<file path="src/rtl/store_pkg.sv">
// Shared definitions for the narrow-store unit.
// Holds the StoreSel encodings and the store FSM state type.
package store_pkg;

    // StoreSel encodings: word, halfword, byte, reserved
    typedef enum logic [1:0] {
        SEL_SW  = 2'b00,
        SEL_SH  = 2'b01,
        SEL_SB  = 2'b10,
        SEL_RSV = 2'b11
    } storeSel_e;

    // Store FSM states
    typedef enum logic [1:0] {
        IDLE = 2'b00,
        REQ  = 2'b01,
        DONE = 2'b10,
        ERR  = 2'b11
    } state_e;

endpackage : store_pkg

</file>
<file path="src/rtl/store_lane_align.sv">
// Combinational lane placement and legality check for narrow stores.
// Ports:
//   StoreSel  - store width select (sw/sh/sb/reserved)
//   Addr      - low two bits of the byte address
//   WriteData - register data; the low byte/half/word is stored
//   wdata     - lane-replicated write data
//   be        - byte enables, bit i enables lane i (lane 0 = bits 7:0)
//   illegal   - misaligned address or reserved StoreSel
module store_lane_align
    import store_pkg::*;
(
    input  logic [1:0]  StoreSel,
    input  logic [1:0]  Addr,
    input  logic [31:0] WriteData,
    output logic [31:0] wdata,
    output logic [3:0]  be,
    output logic        illegal
);

    // Replicate the stored quantity across lanes and pick byte enables
    always_comb begin
        wdata   = 32'h0000_0000;
        be      = 4'b0000;
        illegal = 1'b0;
        case (StoreSel)
            SEL_SW: begin
                wdata   = WriteData;
                be      = 4'b1111;
                illegal = (Addr != 2'b00);
            end
            SEL_SH: begin
                wdata   = {2{WriteData[15:0]}};
                be      = Addr[1] ? 4'b1100 : 4'b0011;
                illegal = Addr[0];
            end
            SEL_SB: begin
                wdata   = {4{WriteData[7:0]}};
                be      = 4'b0001 << Addr;
                illegal = 1'b0;
            end
            default: begin
                // Reserved encoding: no lanes, always rejected
                wdata   = 32'h0000_0000;
                be      = 4'b0000;
                illegal = 1'b1;
            end
        endcase
    end

endmodule : store_lane_align

</file>
<file path="src/rtl/store_narrow.sv">
// Narrow store unit: turns a sw/sh/sb request into a single word-aligned
// memory write with byte enables, with alignment checking and an ack timeout.
// Ports:
//   CLK, Reset           - clock, synchronous active-high reset
//   Start                - store request, sampled only when idle
//   StoreSel, Addr,
//   WriteData            - store width, byte address, register data
//   MemReq, MemAddr,
//   MemWData, MemBE      - memory write request and its payload
//   MemAck               - memory accepted the write
//   Busy                 - high whenever not idle
//   Done, AddrErr,
//   Timeout              - one-cycle completion / error pulses
// All outputs are registered.
module store_narrow
    import store_pkg::*;
#(
    parameter int TIMEOUT = 16
) (
    input  logic        CLK,
    input  logic        Reset,
    input  logic        Start,
    input  logic [1:0]  StoreSel,
    input  logic [31:0] Addr,
    input  logic [31:0] WriteData,
    output logic        MemReq,
    output logic [31:0] MemAddr,
    output logic [31:0] MemWData,
    output logic [3:0]  MemBE,
    input  logic        MemAck,
    output logic        Busy,
    output logic        Done,
    output logic        AddrErr,
    output logic        Timeout
);

    // Last counter value before the wait is declared expired
    localparam logic [7:0] WAIT_LAST = 8'(TIMEOUT - 1);

    state_e      state_r;
    state_e      nextState_s;
    logic [7:0]  waitCnt_r;
    logic [7:0]  waitCntNext_s;

    logic [31:0] alignWData_s;
    logic [3:0]  alignBe_s;
    logic        alignIllegal_s;

    logic        memReqNext_s;
    logic [31:0] memAddrNext_s;
    logic [31:0] memWDataNext_s;
    logic [3:0]  memBeNext_s;
    logic        doneNext_s;
    logic        addrErrNext_s;
    logic        timeoutNext_s;

    store_lane_align uAlign (
        .StoreSel  (StoreSel),
        .Addr      (Addr[1:0]),
        .WriteData (WriteData),
        .wdata     (alignWData_s),
        .be        (alignBe_s),
        .illegal   (alignIllegal_s)
    );

    // Next-state and next-output logic; outputs are computed for the
    // coming state so they can be registered without a cycle of lag
    always_comb begin
        nextState_s    = state_r;
        waitCntNext_s  = waitCnt_r;
        memReqNext_s   = 1'b0;
        memBeNext_s    = 4'b0000;
        memAddrNext_s  = MemAddr;
        memWDataNext_s = MemWData;
        doneNext_s     = 1'b0;
        addrErrNext_s  = 1'b0;
        timeoutNext_s  = 1'b0;
        case (state_r)
            IDLE: begin
                if (Start) begin
                    if (alignIllegal_s) begin
                        // Address/data outputs keep their old values on error
                        nextState_s   = ERR;
                        addrErrNext_s = 1'b1;
                    end else begin
                        nextState_s    = REQ;
                        waitCntNext_s  = 8'd0;
                        memReqNext_s   = 1'b1;
                        memBeNext_s    = alignBe_s;
                        memAddrNext_s  = {Addr[31:2], 2'b00};
                        memWDataNext_s = alignWData_s;
                    end
                end else begin
                    nextState_s = IDLE;
                end
            end
            REQ: begin
                // An ack on the last allowed cycle still wins over timeout
                if (MemAck) begin
                    nextState_s = DONE;
                    doneNext_s  = 1'b1;
                end else if (waitCnt_r == WAIT_LAST) begin
                    nextState_s   = ERR;
                    timeoutNext_s = 1'b1;
                end else begin
                    nextState_s   = REQ;
                    waitCntNext_s = waitCnt_r + 8'd1;
                    memReqNext_s  = 1'b1;
                    memBeNext_s   = MemBE;
                end
            end
            DONE: begin
                nextState_s = IDLE;
            end
            ERR: begin
                nextState_s = IDLE;
            end
            default: begin
                nextState_s = IDLE;
            end
        endcase
    end

    // State, counter and registered outputs with synchronous reset
    always_ff @(posedge CLK) begin
        if (Reset) begin
            state_r   <= IDLE;
            waitCnt_r <= 8'd0;
            MemReq    <= 1'b0;
            MemAddr   <= 32'h0000_0000;
            MemWData  <= 32'h0000_0000;
            MemBE     <= 4'b0000;
            Busy      <= 1'b0;
            Done      <= 1'b0;
            AddrErr   <= 1'b0;
            Timeout   <= 1'b0;
        end else begin
            state_r   <= nextState_s;
            waitCnt_r <= waitCntNext_s;
            MemReq    <= memReqNext_s;
            MemAddr   <= memAddrNext_s;
            MemWData  <= memWDataNext_s;
            MemBE     <= memBeNext_s;
            Busy      <= (nextState_s != IDLE);
            Done      <= doneNext_s;
            AddrErr   <= addrErrNext_s;
            Timeout   <= timeoutNext_s;
        end
    end

endmodule : store_narrow

</file>
<file path="config.mk">
export PLATFORM = sky130hd
export DESIGN_NAME = store_narrow
export DESIGN_NICKNAME = d
export VERILOG_FILES = /design/src/rtl/store_pkg.sv /design/src/rtl/store_lane_align.sv /design/src/rtl/store_narrow.sv
export SDC_FILE = /design/constraint.sdc
export NUM_CORES = 1
export LEC_CHECK = 0
export BUFFER_PORTS_ARGS = -buffer_cell sky130_fd_sc_hd__buf_2
export CELL_PAD_IN_SITES_DETAIL_PLACEMENT = 0
export CELL_PAD_IN_SITES_GLOBAL_PLACEMENT = 1
export CORE_UTILIZATION = 38
export CTS_BUF_LIST = sky130_fd_sc_hd__clkbuf_8
export CTS_CLUSTER_DIAMETER = 50
export DETAILED_ROUTE_END_ITERATION = 10
export HOLD_SLACK_MARGIN = 0.15
export PLACE_DENSITY_LB_ADDON = 0.1
export SYNTH_ARGS = -nofsm -noshare
export SYNTH_HDL_FRONTEND = slang
export SYNTH_SLANG_ARGS = --single-unit
</file>
<file path="constraint.sdc">
create_clock -name CLK -period 4.19 [get_ports CLK]
set_input_delay 0.838 -clock CLK [delete_from_list [all_inputs] [get_ports CLK]]
set_output_delay 0.838 -clock CLK [all_outputs]
set_load 0.03 [all_outputs]
</file>
==> run_results.csv, run 1 <==
group,metric,value,unit
place,place.gp.congestion,0.816,
power,irDropWorstVdd,181,uV
cts,path_clk_slew,0.08,ns
cts,hold_buffers,0,
cts,cts_tree,"done",
cts,clk_latency,0.33,ns
die,start_util,0.392,
cts,cts_sinks,81,
cells_and_area,layout.nets,587,
worst_setup_path,critPathTopFamily,"buffers and inverters",
timing,fin_crit,2.57,ns
cells_and_area,layout_common_cells,"140 x buf_2, 92 x nand2_1, 81 x dfxtp_1, 56 x a21oi_1, 16 x nor2_1",
timing,rsz0062_at_grt,"no",
cells_and_area,post-route-util,0.491,
worst_setup_path,setup.worst_path.class,"in -> reg",
job,maxCapViolCount,0,
power,powerDensity,409,nW/um^2
timing,clock.fmax,389,MHz
die,io_pins,143,
cts,cts-buffers-inserted,9,
worst_setup_path,crit_chain,"buf_2 -> or3b_1 -> nand3_2 -> buf_4 -> a21oi_1 -> o22ai_1",
cts,cts_buffer_depth,2,
logic_synthesis,synth_area_leader_cell,"dfxtp_1",
worst_setup_path,slowest_stage,"nand3_2",
place,portBuffers,140,
logic_synthesis,ys_top_cells_by_area,"dfxtp_1 47%, nand2_1 10%, a21oi_1 8.2%",
routing,drcViolationCount,0,
place,dp_hpwl,6.12,mm
worst_setup_path,cp.required,4.38,ns
die,die_w,96.9,um
cts,ctsResizeCount,0,
worst_setup_path,slowest_delay,0.57,ns
logic_synthesis,synth_top_area_frac,0.474,
die,die_area,9380,sq um
timing,setup_tns,0,ns
die,die_h,96.9,um
timing,post-route-period-util,0.614,
die,fp-row-count,34,
routing,wl_per_cell,14.1,um
grt,grt_pass1_vias,2884,
logic_synthesis,yosysWarningCount,0,
worst_setup_path,path_buf_inv,2,
timing,finalMaxSlewViolations,0,
timing,fin_skew,0.00550,ns
routing,via_count,3176,
grt,grt_pass1_wl,14.5,mm
logic_synthesis,ys_types,41,
worst_setup_path,cp.arrival,2.76,ns
logic_synthesis,synthesis.area,3420,sq um
routing,drt-pass1-iter-count,4,
timing,tightestPinTransition,0.751,ns
worst_hold_path,hp-class,"reg -> reg",
worst_setup_path,cp-end-kind,"flop",
cts,cts-htree-levels,3,
grt,grt_usage,0.188,
routing,totalWireLength,8.85,mm
cells_and_area,fill_cells,902,
routing,drtIter0Drc,146,
die,core,8720,sq um
cells_and_area,final_common_cell,"buf_2",
logic_synthesis,synthCells,395,
cells_and_area,diodes,0,
grt,antenna_found_initial,0,
status,outcome,"finished clean",
cts,clock-root-buffer,"clkbuf_8",
grt,grt_max_degree,69,
worst_setup_path,cp-start-kind,"input port",
timing,setup-violations-final,0,
cells_and_area,drive_gt1_frac,0.323,
power,p_leak,2.04,nW
logic_synthesis,avgSynthCellArea,8.66,sq um
grt,overflow,0,
timing,max_slew_margin,0.486,
logic_synthesis,synth_seq_cells,81,
worst_setup_path,worstPathMaxFanout,34,
timing,hold_viol,0,
routing,ant_nets,0,
routing,vias_per_cell,5.06,
cells_and_area,syn2layout_area_growth,25.3,%
logic_synthesis,ys_seq_area_frac,0.474,
cts,cts_setup_buffers,0,
logic make-up (layout without fill, tap and decap cells):
group	Yosys count	in the layout	synth area share
simple gates	147	147	0.187
compound gates	109	109	0.214
buf+inv	39	163	0.0692
other cells	1	2	0.00110
fa+ha+maj	1	1	0.00366
mux	17	17	0.0512
flops	81	81	0.474
where the power goes:
group / total, W / internal [W] / switching [W]
combinational: 0.000314 / 0.000103 / 0.000211
sequential: 0.000834 / 0.000813 / 0.0000214
clock: 0.000606 / 0.000344 / 0.000262
tightest hold or removal path: stages (launching register included):
cell	delay, ns
dfxtp_1	0.31
nand2_1	0.05
a21oi_1	0.05
cells in the mapped netlist, drive strengths merged:
master / count
nand2: 92
dfxtp: 81
a21oi: 57
buf: 23
nor2: 16
nor3: 15
mux2i: 13
o211ai: 13
a221oi: 12
clkbuf: 12
o211a: 12
nand3: 5
and3: 4
inv: 4
mux2: 4
nand2b: 4
o21ai: 4
a311oi: 3
nor4: 3
or3b: 3
a2111oi: 2
nor2b: 2
a211oi: 1
a21o: 1
a31oi: 1
a41oi: 1
conb: 1
ha: 1
nor3b: 1
o21a: 1
o22ai: 1
or2: 1
or3: 1
layout make-up:
class / instances / area, sq um / area share
clock buffers: 10 / 138 / 0.0321
clock inverters: 5 / 72.6 / 0.0169
inverters: 4 / 15.0 / 0.00350
multi-input cells: 276 / 1570 / 0.367
flip-flops and latches: 81 / 1620 / 0.379
well taps: 108 / 135 / 0.0315
repair buffers: 144 / 731 / 0.171
state kept, by name, summed over array words and instances, names as in the netlist:
signal / cells
MemBE: 4
Busy: 1
state_r: 2
AddrErr: 1
waitCnt_r: 8
Done: 1
MemReq: 1
MemAddr: 30
MemWData: 32
Timeout: 1
metal layers:
layer | vias to the layer above | share of wire | track usage
met3 | 11 | 0.070 | 0.0470
met4 | 0 | 0.013 | 0.0700
met1 | 1429 | 0.49 | 0.268
li1 | 1625 | - | -
met2 | 111 | 0.43 | 0.272
met5 | - | 0 | 0
worst paths after layout:
kind                           start                         to  slack, ns  cells past startpoint
max                      StoreSel[0]  waitCnt_r[5]$_SDFFE_PP0P_       1.62                      6
min          MemAddr[8]$_SDFFE_PP0P_    MemAddr[8]$_SDFFE_PP0P_       0.45                      2
max reg2reg    state_r[1]$_SDFF_PP0_  waitCnt_r[5]$_SDFFE_PP0P_       2.05                      5
min reg2reg  MemAddr[8]$_SDFFE_PP0P_    MemAddr[8]$_SDFFE_PP0P_       0.45                      2
per-stage QoR:
step	worst slack, ns	hold WS [ns]	power (W)	cell area, sq um	instances
6_report	1.62	0.455	0.00175	4280	628
5_1_grt	1.41	0.474	0.00184	4280	628
4_1_cts	1.61	0.456	0.00178	4280	628
3_5_place_dp	1.25	0.444	0.00117	4070	613
3_3_place_gp	1.27	0.439	0.00117	4070	613
2_1_floorplan	2.08	0.469	0.00107	3420	396
(Power assumes the default switching activity.)
==> run 2: changes to the inputs <==
- CORE_UTILIZATION: 38 -> 32
- clock period: 4.19 -> 2.25 ns (I/O delays scaled with it)
==> run_results.csv, run 2 (synthesized netlist as in run 1, its figures left out) <==
group,metric,value,unit
grt,overflow,0,
cells_and_area,layout.nets,594,
cells_and_area,largest_reg_flops,32,
die,start_util,0.331,
routing,drcViolationCount,0,
die,io_pins,143,
routing,wl_per_cell,14.3,um
cells_and_area,final_common_cell,"buf_2",
grt,grt_pass1_wl,14.9,mm
cts,cts_buffer_depth,2,
cts,cts-htree-levels,3,
cells_and_area,fill_cells,1114,
cells_and_area,layout_common_cells,"140 x buf_2, 92 x nand2_1, 81 x dfxtp_1, 56 x a21oi_1, 16 x nor2_1",
timing,setup_tns,0,ns
cells_and_area,largest-register,"MemWData",
timing,hold_viol,0,
cts,cts-buffers-inserted,9,
power,total_power,0.00326,W
cts,ctsResizeCount,0,
cells_and_area,syn2layout_area_growth,28.4,%
timing,clock.fmax,538,MHz
power,irDropWorstVdd,293,uV
worst_setup_path,setup.worst_path.class,"reg -> reg",
power,pwr-share-seq,0.477,
cells_and_area,drive_gt1_frac,0.339,
timing,setup-violations-final,0,
die,fp-row-count,37,
cells_and_area,post-route-util,0.425,
timing,finalMaxSlewViolations,0,
power,switchingPower,0.00101,W
grt,grt_max_degree,53,
power,p_leak,2.07,nW
cts,hold_buffers,0,
grt,grt_pass1_vias,2938,
cts,clock-root-buffer,"clkbuf_8",
cts,clk_latency,0.35,ns
job,maxCapViolCount,0,
place,portBuffers,140,
worst_setup_path,worstPathMaxFanout,11,
worst_setup_path,cp-end-kind,"flop",
routing,vias_per_cell,4.92,
grt,antenna_found_initial,0,
place,dp_hpwl,6.60,mm
routing,totalWireLength,9.52,mm
cells_and_area,diodes,0,
cts,cts_tree,"done",
cts,cts_setup_buffers,0,
cts,path_clk_slew,0.09,ns
timing,post-route-period-util,0.827,
die,core,10300,sq um
worst_setup_path,cp-start-kind,"flop",
cells_and_area,largestRegisters,"MemWData (32), MemAddr (30), waitCnt_r (8)",
timing,max_slew_margin,0.629,
die,die_h,105,um
timing,rsz0062_at_grt,"no",
timing,tightestPinTransition,0.556,ns
die,die_w,105,um
power,p_comb_frac,0.187,
worst_setup_path,cp.required,2.51,ns
routing,ant_nets,0,
power,p_sw_frac,0.311,
timing,fin_crit,1.86,ns
power,clkPwrFrac,0.337,
power,powerDensity,742,nW/um^2
die,die_area,11100,sq um
power,p_int,0.00224,W
routing,drtIter0Drc,144,
status,outcome,"finished clean",
grt,grt_usage,0.171,
worst_hold_path,hp-class,"in -> reg",
worst_setup_path,cp.arrival,2.12,ns
cts,cts_sinks,81,
timing,fin_skew,0.0114,ns
place,place.gp.congestion,0.749,
routing,drt-pass1-iter-count,4,
routing,via_count,3265,
[run 2: cell count changes in the layout (fill, tap and decap cells not counted), sizes merged]
cell      change
buf           +7
inv           +1
clkinvlp      +2
clkbuf        -1
bufinv        -1
[run 2: cell type report]
cell class	instances	area (sq um)	area share
Clock buffer	9	124	0.0282
Clock inverter	7	76.3	0.0174
Inverter	4	15.0	0.00342
Multi-Input combinational cell	276	1570	0.359
Sequential cell	81	1620	0.369
Tap cell	136	170	0.0388
Timing Repair Buffer	151	808	0.184
[run 2: worst paths after layout]
kind | cells after the start | slack [ns] | startpoint | endpoint
max reg2reg | 5 | 0.39 | waitCnt_r[0]$_SDFFE_PP0P_ | waitCnt_r[6]$_SDFFE_PP0P_
min reg2reg | 2 | 0.45 | MemWData[4]$_SDFFE_PP0P_ | MemWData[4]$_SDFFE_PP0P_
min | 2 | 0.30 | MemAck | Timeout$_SDFF_PP0_
max | 5 | 0.39 | waitCnt_r[0]$_SDFFE_PP0P_ | waitCnt_r[6]$_SDFFE_PP0P_
[run 2: routing by layer]
layer  GRT usage  wire [um]  share of wire  up-vias
met5           0          0              0        -
met4      0.0694        144          0.015        0
met3      0.0458        685          0.072       13
met2       0.245       4040           0.42      118
met1       0.240       4660           0.49     1494
li1            -          -              -     1640
[run 2: power by group through the flow]
stage	Combinational, W	Sequential (W)	Clock, W
2_1_floorplan	0.000264	0.00173	0
3_3_place_gp	0.000612	0.00158	0
3_5_place_dp	0.000614	0.00159	0
4_1_cts	0.000616	0.00155	0.00114
5_1_grt	0.000661	0.00156	0.00121
6_report	0.000608	0.00155	0.00110
[run 2: worst max-delay path, stage by stage (launching register included)]
cell,delay [ns]
dfxtp_1,0.35
ha_1,0.24
and3_1,0.28
a21oi_2,0.48
a41oi_1,0.18
a311oi_1,0.25
[run 2: per-stage QoR]
step | setup WS [ns] | hold slack (ns) | instance area [sq um] | instances
after floorplan | 0.530 | 0.469 | 3420 | 396
after global placement | 0.260 | 0.438 | 4190 | 648
after detailed placement | 0.250 | 0.445 | 4190 | 648
after CTS | 0.366 | 0.279 | 4390 | 664
after global routing | 0.216 | 0.278 | 4390 | 664
final | 0.390 | 0.296 | 4390 | 664
